$ cat src/rtl/timer0_pkg.sv
// Shared definitions for the Timer/Counter0 controller: register map,
// TCCR0/TIFR/TIMSK field positions, clock-select and compare-output
// encodings, FSM states and two small decode helpers.
package timer0_pkg;

  // Register bus addresses; 5-7 are reserved and read as zero
  localparam logic [2:0] ADDR_TCCR0 = 3'd0;
  localparam logic [2:0] ADDR_TCNT0 = 3'd1;
  localparam logic [2:0] ADDR_OCR0  = 3'd2;
  localparam logic [2:0] ADDR_TIFR  = 3'd3;
  localparam logic [2:0] ADDR_TIMSK = 3'd4;

  // TCCR0 field positions
  localparam int TCCR_FOC0    = 7;
  localparam int TCCR_COM0_HI = 5;
  localparam int TCCR_COM0_LO = 4;
  localparam int TCCR_CTC     = 3;
  localparam int TCCR_CS_HI   = 2;
  localparam int TCCR_CS_LO   = 0;

  // TIFR / TIMSK bit positions
  localparam int TIFR_OCF0   = 1;
  localparam int TIFR_TOV0   = 0;
  localparam int TIMSK_OCIE0 = 1;
  localparam int TIMSK_TOIE0 = 0;

  // Clock select; the two external-clock codes are not supported and stop the timer
  typedef enum logic [2:0] {
    CS_STOP     = 3'b000,
    CS_DIV1     = 3'b001,
    CS_DIV8     = 3'b010,
    CS_DIV64    = 3'b011,
    CS_DIV256   = 3'b100,
    CS_DIV1024  = 3'b101,
    CS_EXT_FALL = 3'b110,
    CS_EXT_RISE = 3'b111
  } cs_e;

  // Compare output mode applied to oc0 on a match or a forced compare
  typedef enum logic [1:0] {
    COM_DISC   = 2'b00,
    COM_TOGGLE = 2'b01,
    COM_CLEAR  = 2'b10,
    COM_SET    = 2'b11
  } com_e;

  // Controller state
  typedef enum logic {
    ST_STOP = 1'b0,
    ST_RUN  = 1'b1
  } state_e;

  // True when a clock-select code produces count ticks
  function automatic logic csRuns(input logic [2:0] cs);
    logic runs;
    runs = 1'b0;
    case (cs)
      CS_DIV1, CS_DIV8, CS_DIV64, CS_DIV256, CS_DIV1024: runs = 1'b1;
      default:                                           runs = 1'b0;
    endcase
    return runs;
  endfunction

  // New oc0 level after applying a compare output action to the current level
  function automatic logic comApply(input logic [1:0] com, input logic cur);
    logic nxt;
    nxt = cur;
    case (com)
      COM_TOGGLE: nxt = ~cur;
      COM_CLEAR:  nxt = 1'b0;
      COM_SET:    nxt = 1'b1;
      default:    nxt = cur;
    endcase
    return nxt;
  endfunction

endpackage

$ cat src/rtl/timer_prescaler.sv
// Free-running prescaler for Timer/Counter0. Counts every clock while the
// timer runs, sits at zero while stopped, and decodes the selected
// division into a single-cycle count tick.
module timer_prescaler
  import timer0_pkg::*;
#(
  parameter int PRESC_WIDTH = 10
) (
  input  logic       clock50,
  input  logic       MR,
  input  logic       run,
  input  logic [2:0] cs,
  output logic       tick
);

  logic [PRESC_WIDTH-1:0] presc_q;
  logic [PRESC_WIDTH-1:0] presc_d;

  // Advance while running, park at zero while stopped so a restart begins a full period
  always_comb begin
    presc_d = '0;
    if (run) begin
      presc_d = presc_q + 1'b1;
    end
  end

  // Prescaler register
  always_ff @(posedge clock50 or posedge MR) begin
    if (MR) begin
      presc_q <= '0;
    end else begin
      presc_q <= presc_d;
    end
  end

  // A /N tick fires when the low log2(N) bits are all ones, i.e. on the Nth clock
  always_comb begin
    tick = 1'b0;
    if (run) begin
      case (cs)
        CS_DIV1:    tick = 1'b1;
        CS_DIV8:    tick = &presc_q[2:0];
        CS_DIV64:   tick = &presc_q[5:0];
        CS_DIV256:  tick = &presc_q[7:0];
        CS_DIV1024: tick = &presc_q[9:0];
        default:    tick = 1'b0;
      endcase
    end
  end

endmodule

$ cat src/rtl/timer0_ctrl.sv
// Timer/Counter0 controller for the ATMega32A emulator. Holds TCCR0, TCNT0,
// OCR0, TIFR and TIMSK, runs Normal and CTC count modes off the prescaler
// tick, raises overflow/compare flags and interrupts, and drives oc0.
module timer0_ctrl
  import timer0_pkg::*;
#(
  parameter int PRESC_WIDTH = 10,
  parameter int TCNT_WIDTH  = 8
) (
  input  logic                  clock50,
  input  logic                  MR,
  input  logic                  wr_en,
  input  logic [2:0]            addr,
  input  logic [7:0]            wr_data,
  output logic [7:0]            rd_data,
  output logic [TCNT_WIDTH-1:0] tcnt,
  output logic                  irq_ovf,
  output logic                  irq_cmp,
  output logic                  oc0
);

  localparam logic [TCNT_WIDTH-1:0] TCNT_MAX = '1;

  state_e                  state_q, state_d;
  logic [6:0]              tccr_q, tccr_d;
  logic [TCNT_WIDTH-1:0]   tcnt_q, tcnt_d;
  logic [7:0]              ocr_q, ocr_d;
  logic                    ocf_q, ocf_d;
  logic                    tov_q, tov_d;
  logic                    ocie_q, ocie_d;
  logic                    toie_q, toie_d;
  logic                    oc0_q, oc0_d;
  logic                    cmpBlock_q, cmpBlock_d;

  logic       tccrWrite, tcntWrite, ocrWrite, tifrWrite, timskWrite;
  logic       forceCmp;
  logic [2:0] csNext;
  logic       running;
  logic       tick;
  logic       tickEff;
  logic       match;
  logic       ocfSet;
  logic       tovSet;
  logic       ctcMode;
  logic [1:0] comMode;

  assign tccrWrite  = wr_en && (addr == ADDR_TCCR0);
  assign tcntWrite  = wr_en && (addr == ADDR_TCNT0);
  assign ocrWrite   = wr_en && (addr == ADDR_OCR0);
  assign tifrWrite  = wr_en && (addr == ADDR_TIFR);
  assign timskWrite = wr_en && (addr == ADDR_TIMSK);
  assign forceCmp   = tccrWrite && wr_data[TCCR_FOC0];

  assign ctcMode = tccr_q[TCCR_CTC];
  assign comMode = tccr_q[TCCR_COM0_HI:TCCR_COM0_LO];
  assign csNext  = tccrWrite ? wr_data[TCCR_CS_HI:TCCR_CS_LO] : tccr_q[TCCR_CS_HI:TCCR_CS_LO];
  assign running = (state_q == ST_RUN);

  // A TCNT write in the same cycle as a tick takes precedence and swallows the tick
  assign tickEff = tick && !tcntWrite;
  assign match   = (tcnt_q == ocr_q) && !cmpBlock_q;

  timer_prescaler #(
    .PRESC_WIDTH (PRESC_WIDTH)
  ) uPrescaler (
    .clock50 (clock50),
    .MR      (MR),
    .run     (running),
    .cs      (tccr_q[TCCR_CS_HI:TCCR_CS_LO]),
    .tick    (tick)
  );

  // Start on a write of a valid clock select, stop as soon as the effective select means stop
  always_comb begin
    state_d = state_q;
    case (state_q)
      ST_STOP: begin
        if (tccrWrite && csRuns(wr_data[TCCR_CS_HI:TCCR_CS_LO])) begin
          state_d = ST_RUN;
        end
      end
      ST_RUN: begin
        if (!csRuns(csNext)) begin
          state_d = ST_STOP;
        end
      end
      default: state_d = ST_STOP;
    endcase
  end

  // FSM state register
  always_ff @(posedge clock50 or posedge MR) begin
    if (MR) begin
      state_q <= ST_STOP;
    end else begin
      state_q <= state_d;
    end
  end

  // Counter update: match reloads in CTC, otherwise increment; a TCNT write overrides and arms the compare block
  always_comb begin
    tcnt_d     = tcnt_q;
    cmpBlock_d = cmpBlock_q;
    ocfSet     = 1'b0;
    tovSet     = 1'b0;
    if (tickEff) begin
      cmpBlock_d = 1'b0;
      tovSet     = (tcnt_q == TCNT_MAX);
      if (match) begin
        ocfSet = 1'b1;
        tcnt_d = ctcMode ? '0 : tcnt_q + 1'b1;
      end else begin
        tcnt_d = tcnt_q + 1'b1;
      end
    end
    if (tcntWrite) begin
      tcnt_d     = wr_data;
      cmpBlock_d = 1'b1;
    end
  end

  // Flags clear on a written one, but a hardware set in the same cycle wins
  always_comb begin
    ocf_d = (ocf_q && !(tifrWrite && wr_data[TIFR_OCF0])) || ocfSet;
    tov_d = (tov_q && !(tifrWrite && wr_data[TIFR_TOV0])) || tovSet;
  end

  // Compare output: a forced compare uses the COM0 being written and overrides a same-cycle match
  always_comb begin
    oc0_d = oc0_q;
    if (forceCmp) begin
      oc0_d = comApply(wr_data[TCCR_COM0_HI:TCCR_COM0_LO], oc0_q);
    end else if (tickEff && match) begin
      oc0_d = comApply(comMode, oc0_q);
    end
  end

  // Plain bus-written configuration registers; FOC0 is a strobe and is not stored
  always_comb begin
    tccr_d = tccr_q;
    ocr_d  = ocr_q;
    ocie_d = ocie_q;
    toie_d = toie_q;
    if (tccrWrite) begin
      tccr_d = wr_data[6:0];
    end
    if (ocrWrite) begin
      ocr_d = wr_data;
    end
    if (timskWrite) begin
      ocie_d = wr_data[TIMSK_OCIE0];
      toie_d = wr_data[TIMSK_TOIE0];
    end
  end

  // Datapath and register-file storage
  always_ff @(posedge clock50 or posedge MR) begin
    if (MR) begin
      tccr_q     <= '0;
      tcnt_q     <= '0;
      ocr_q      <= '0;
      ocf_q      <= 1'b0;
      tov_q      <= 1'b0;
      ocie_q     <= 1'b0;
      toie_q     <= 1'b0;
      oc0_q      <= 1'b0;
      cmpBlock_q <= 1'b0;
    end else begin
      tccr_q     <= tccr_d;
      tcnt_q     <= tcnt_d;
      ocr_q      <= ocr_d;
      ocf_q      <= ocf_d;
      tov_q      <= tov_d;
      ocie_q     <= ocie_d;
      toie_q     <= toie_d;
      oc0_q      <= oc0_d;
      cmpBlock_q <= cmpBlock_d;
    end
  end

  // Zero-latency register read; reserved addresses and unused bits read as zero
  always_comb begin
    rd_data = 8'h00;
    case (addr)
      ADDR_TCCR0: rd_data = {1'b0, tccr_q};
      ADDR_TCNT0: rd_data = tcnt_q;
      ADDR_OCR0:  rd_data = ocr_q;
      ADDR_TIFR:  rd_data = {6'b0, ocf_q, tov_q};
      ADDR_TIMSK: rd_data = {6'b0, ocie_q, toie_q};
      default:    rd_data = 8'h00;
    endcase
  end

  assign tcnt    = tcnt_q;
  assign irq_ovf = tov_q && toie_q;
  assign irq_cmp = ocf_q && ocie_q;
  assign oc0     = oc0_q;

endmodule

$ cat config.mk
export PLATFORM = sky130hd
export DESIGN_NAME = timer0_ctrl
export DESIGN_NICKNAME = d
export VERILOG_FILES = /design/src/rtl/timer0_pkg.sv /design/src/rtl/timer_prescaler.sv /design/src/rtl/timer0_ctrl.sv
export SDC_FILE = /design/constraint.sdc
export NUM_CORES = 1
export LEC_CHECK = 0
export BUFFER_PORTS_ARGS = -buffer_cell sky130_fd_sc_hd__buf_2
export CORE_MARGIN = 10
export CORE_UTILIZATION = 64
export CTS_BUF_LIST = sky130_fd_sc_hd__clkbuf_8
export DETAILED_ROUTE_END_ITERATION = 7
export MAX_ROUTING_LAYER = met4
export PLACE_DENSITY = 0.87
export REMOVE_ABC_BUFFERS = 1
export SYNTH_ARGS = -nofsm -noshare
export SYNTH_HDL_FRONTEND = slang
export SYNTH_SLANG_ARGS = --single-unit
$ cat constraint.sdc
create_clock -name clock50 -period 3.7 [get_ports clock50]
set_input_delay 0 -clock clock50 [delete_from_list [all_inputs] [get_ports clock50]]
set_output_delay 0 -clock clock50 [all_outputs]
set_load 0.02 [all_outputs]
==> results.py <==
metrics = {
    "final_layout": {
        "drive_gt1_share_pct": 24.04,
        "area_growth_syn_to_layout_pct": 14.17,
        "antennaDiodeCount": 0,
        "final_cell_area_sq_mm": 0.002761,
        "fillers": 265,
        "layout.cells.non_filler": 335,
        "nNetsFinal": 305,
    },
    "placed_design": {
        "dpl.cell_count": 322,
        "place_ws_ps": 1530,
        "gp_congestion": 0.9165,
        "postPlaceCellArea_sq_mm": 0.002596,
        "dp_hpwl_um": 4067,
        "io_buffers": 32,
    },
    "clock_network": {
        "insertion_delay_ps": 300,
        "cts-root-buf": "clkbuf_8",
        "cts_tree": "yes",
        "post_cts_resized": 0,
        "cts_num_sinks": 40,
        "clkTransAtPathRegs_ps": 90,
        "cts_buffers": 5,
        "cts_setup_buffers": 0,
        "clockBufferDepth": 2,
        "htreeDepth": 2,
    },
    "timing": {
        "grt_setup_unrepaired": "no",
        "hold_viol": 0,
        "setup_viol": 0,
        "setup_tns_ps": 0,
        "clock_skew_ps": 9.361,
        "timing.final.ws_setup_ps": 1493,
        "max_freq_mhz": 453.1,
        "finalCritPeriodShare_pct": 59.65,
        "fin_crit_ps": 2207,
        "hold_slack_ps": 17.79,
        "drv_slew": 0,
        "relSlewSlack_pct": 58.45,
        "tightest_slew_ps": 621.7,
    },
    "synth": {
        "synth_cell_types": 49,
        "ys_seq_area_share_pct": 41.39,
        "netlist.top_cell.by_area": "dfrtp_1",
        "yosysWarningCount": 0,
        "synth.most_common_cell": "dfrtp_1",
        "synth_top_cells_by_area": "dfrtp_1 41%, mux2_2 6.5%, mux2i_1 5.0%",
        "avgSynthCellArea_sq_um": 9.598,
        "ys_seq_elements": 40,
        "synth_top_area_share_pct": 41.39,
        "synthFlopType": "dfrtp_1",
        "synth_common_cells": "40 x dfrtp_1, 28 x nor2_1, 21 x nand2_1, 14 x mux2_2",
        "synth-edff-count": 0,
        "synth_area_sq_mm": 0.002419,
        "syn_inst": 252,
        "async_reset_ff_share_pct": 100.0,
    },
    "global_route": {
        "grt_pass1_wl_um": 9252,
        "gr-max-usage-layer": "met2",
        "grt_use_met2_pct": 27.17,
        "grt_pass1_vias": 1964,
        "antenna_found_initial": 0,
        "grt_start_max_net_pins": 41,
        "overflow": 0,
        "grt_use_met3_pct": 4.803,
        "grt.total_usage_pct": 18.19,
        "use_met1_pct": 22.92,
    },
    "worst_hold_path": {
        "hp-class": "input port to flip-flop",
        "worstHoldStart": "wr_data[0]",
        "hold_path_depth": 3,
        "holdPathEnd": "tcnt[0]$_DFFE_PP0P_",
    },
    "run": {
        "max-cap-violations": 0,
    },
    "detailed_routing": {
        "wl_per_cell_um": 16.75,
        "drt.antenna.violating_nets": 0,
        "viasPerCell": 6.101,
        "first_pass_iters": 6,
        "dr.first_iter.drc_count": 279,
        "wl_um": 5610,
        "vias": 2044,
        "drcViolationCount": 2,
    },
    "power_and_ir_drop": {
        "powerDensity_mw_per_mm2": 537.1,
        "p_sw_share_pct": 37.10,
        "pwr-share-clk_pct": 24.7,
        "p_leak_nw": 1.224,
        "peakVddDrop_v": 0.0002924,
        "p_comb_share_pct": 31.8,
        "netSwitchingPower_w": 0.0005503,
        "p_int_w": 0.0009329,
        "p_seq_share_pct": 43.5,
    },
    "worst_setup_path": {
        "crit_required_ps": 3880,
        "worstPathMaxFanout": 12,
        "cp-end-kind": "flip-flop",
        "ff2ff_setup_slack_ps": 1490,
        "worstReg2RegStart": "uPrescaler.presc_q[0]$_DFF_PP0_",
        "start_kind": "flip-flop",
        "critPathKind": "flip-flop to flip-flop",
        "crit_arrival_ps": 2390,
        "rr_worst_depth": 7,
        "r2r-end": "oc0$_DFFE_PP0P_",
    },
    "floorplanning": {
        "ios": 33,
        "start_util_pct": 66.06,
        "rows": 22,
        "fp.dieH_um": 81.48,
        "die_x_um": 81.48,
        "fp.coreArea_sq_mm": 0.003661,
        "die_area_sq_mm": 0.006638,
    },
    "run_status": {
        "failed_checks": "design-rule violations",
        "outcome": "complete, but fails checks",
    },
}
registers in the layout, summed over array words and instances (netlist names):
signal	cells
tccr_q	7
uPrescaler.presc_q	10
tcnt	8
ocf_q	1
oc0	1
toie_q	1
running	1
cmpBlock_q	1
ocr_q	8
ocie_q	1
tov_q	1
how the worst max path moves through the flow:
stage	startpoint	slack, ps	end
finish	uPrescaler.presc_q[0]$_DFF_PP0_	1490	oc0$_DFFE_PP0P_
global route	uPrescaler.presc_q[0]$_DFF_PP0_	1290	oc0$_DFFE_PP0P_
CTS	uPrescaler.presc_q[0]$_DFF_PP0_	1500	oc0$_DFFE_PP0P_
detailed placement	uPrescaler.presc_q[0]$_DFF_PP0_	1530	oc0$_DFFE_PP0P_
global placement	uPrescaler.presc_q[0]$_DFF_PP0_	1570	oc0$_DFFE_PP0P_
floorplan	uPrescaler.presc_q[0]$_DFF_PP0_	1720	oc0$_DFFE_PP0P_
worst max-delay path: stages (launching register included):
cell	delay, ps
dfrtp_1	390
ha_1	250
nand4_4	150
nor4_2	290
or3_1	180
nand3_2	250
o22ai_1	230
mux2_1	340
placed cells by master (no fill, tap or decap), types with 6 or more instances in the layout:
cell type,instances
a21oi_1,13
a31oi_1,7
and2_1,9
buf_2,32
dfrtp_1,40
inv_1,6
mux2_2,14
mux2i_1,12
nand2_1,21
nand3_1,9
nor2_1,28
o21ai_0,7
xnor2_1,13
layout make-up:
class | instances | area (sq um) | share of cell area, %
Clock buffer | 5 | 68.82 | 2.492
Clock inverter | 3 | 46.29 | 1.676
Inverter | 7 | 26.28 | 0.9515
Multi-Input combinational cell | 193 | 1334 | 48.30
Sequential cell | 40 | 1001 | 36.25
Tap cell | 48 | 60.06 | 2.175
Timing Repair Buffer | 39 | 225.2 | 8.156
cells by family (layout without fill, tap and decap cells):
family	Yosys count	count (layout)	share of synthesized area (%)
buf+inv	19	54	3.466
flops	40	40	41.39
simple gates	104	104	24.68
mux	27	27	11.95
fa+ha+maj	5	5	2.587
xor+xnor	14	14	5.070
compound gates	43	43	10.86
power by group through the flow:
stage	registers (W)	logic, W	clock network [W]
floorplan	0.000656	0.000298	0
global placement	0.000646	0.000451	0
finish	0.000645	0.000472	0.000366
CTS	0.000642	0.000472	0.000370
detailed placement	0.000650	0.000463	0
global route	0.000657	0.000515	0.000389
timing repair:
action                     in CTS  in global routing
hold buffers                    5                  0
hold endpoints to repair       48                  0
setup endpoints to repair       0                  0
routing by layer:
layer	wire length (um)	up-vias	part of all wire, %
li1	-	964	-
met1	2372	974	42
met2	2605	93	46
met3	500	13	8.9
met4	133	0	2.4
met5	0	-	0
stage by stage:
| stage | utilization, % | power [W] |
|---|---|---|
| after floorplan | - | 0.0009544 |
| after global placement | 70.92 | 0.001098 |
| after detailed placement | 70.92 | 0.001113 |
| after CTS | 75.43 | 0.001484 |
| after global routing | 75.43 | 0.001561 |
| final | 75.43 | 0.001483 |
No activity file was read; power rests on OpenSTA's default activity.
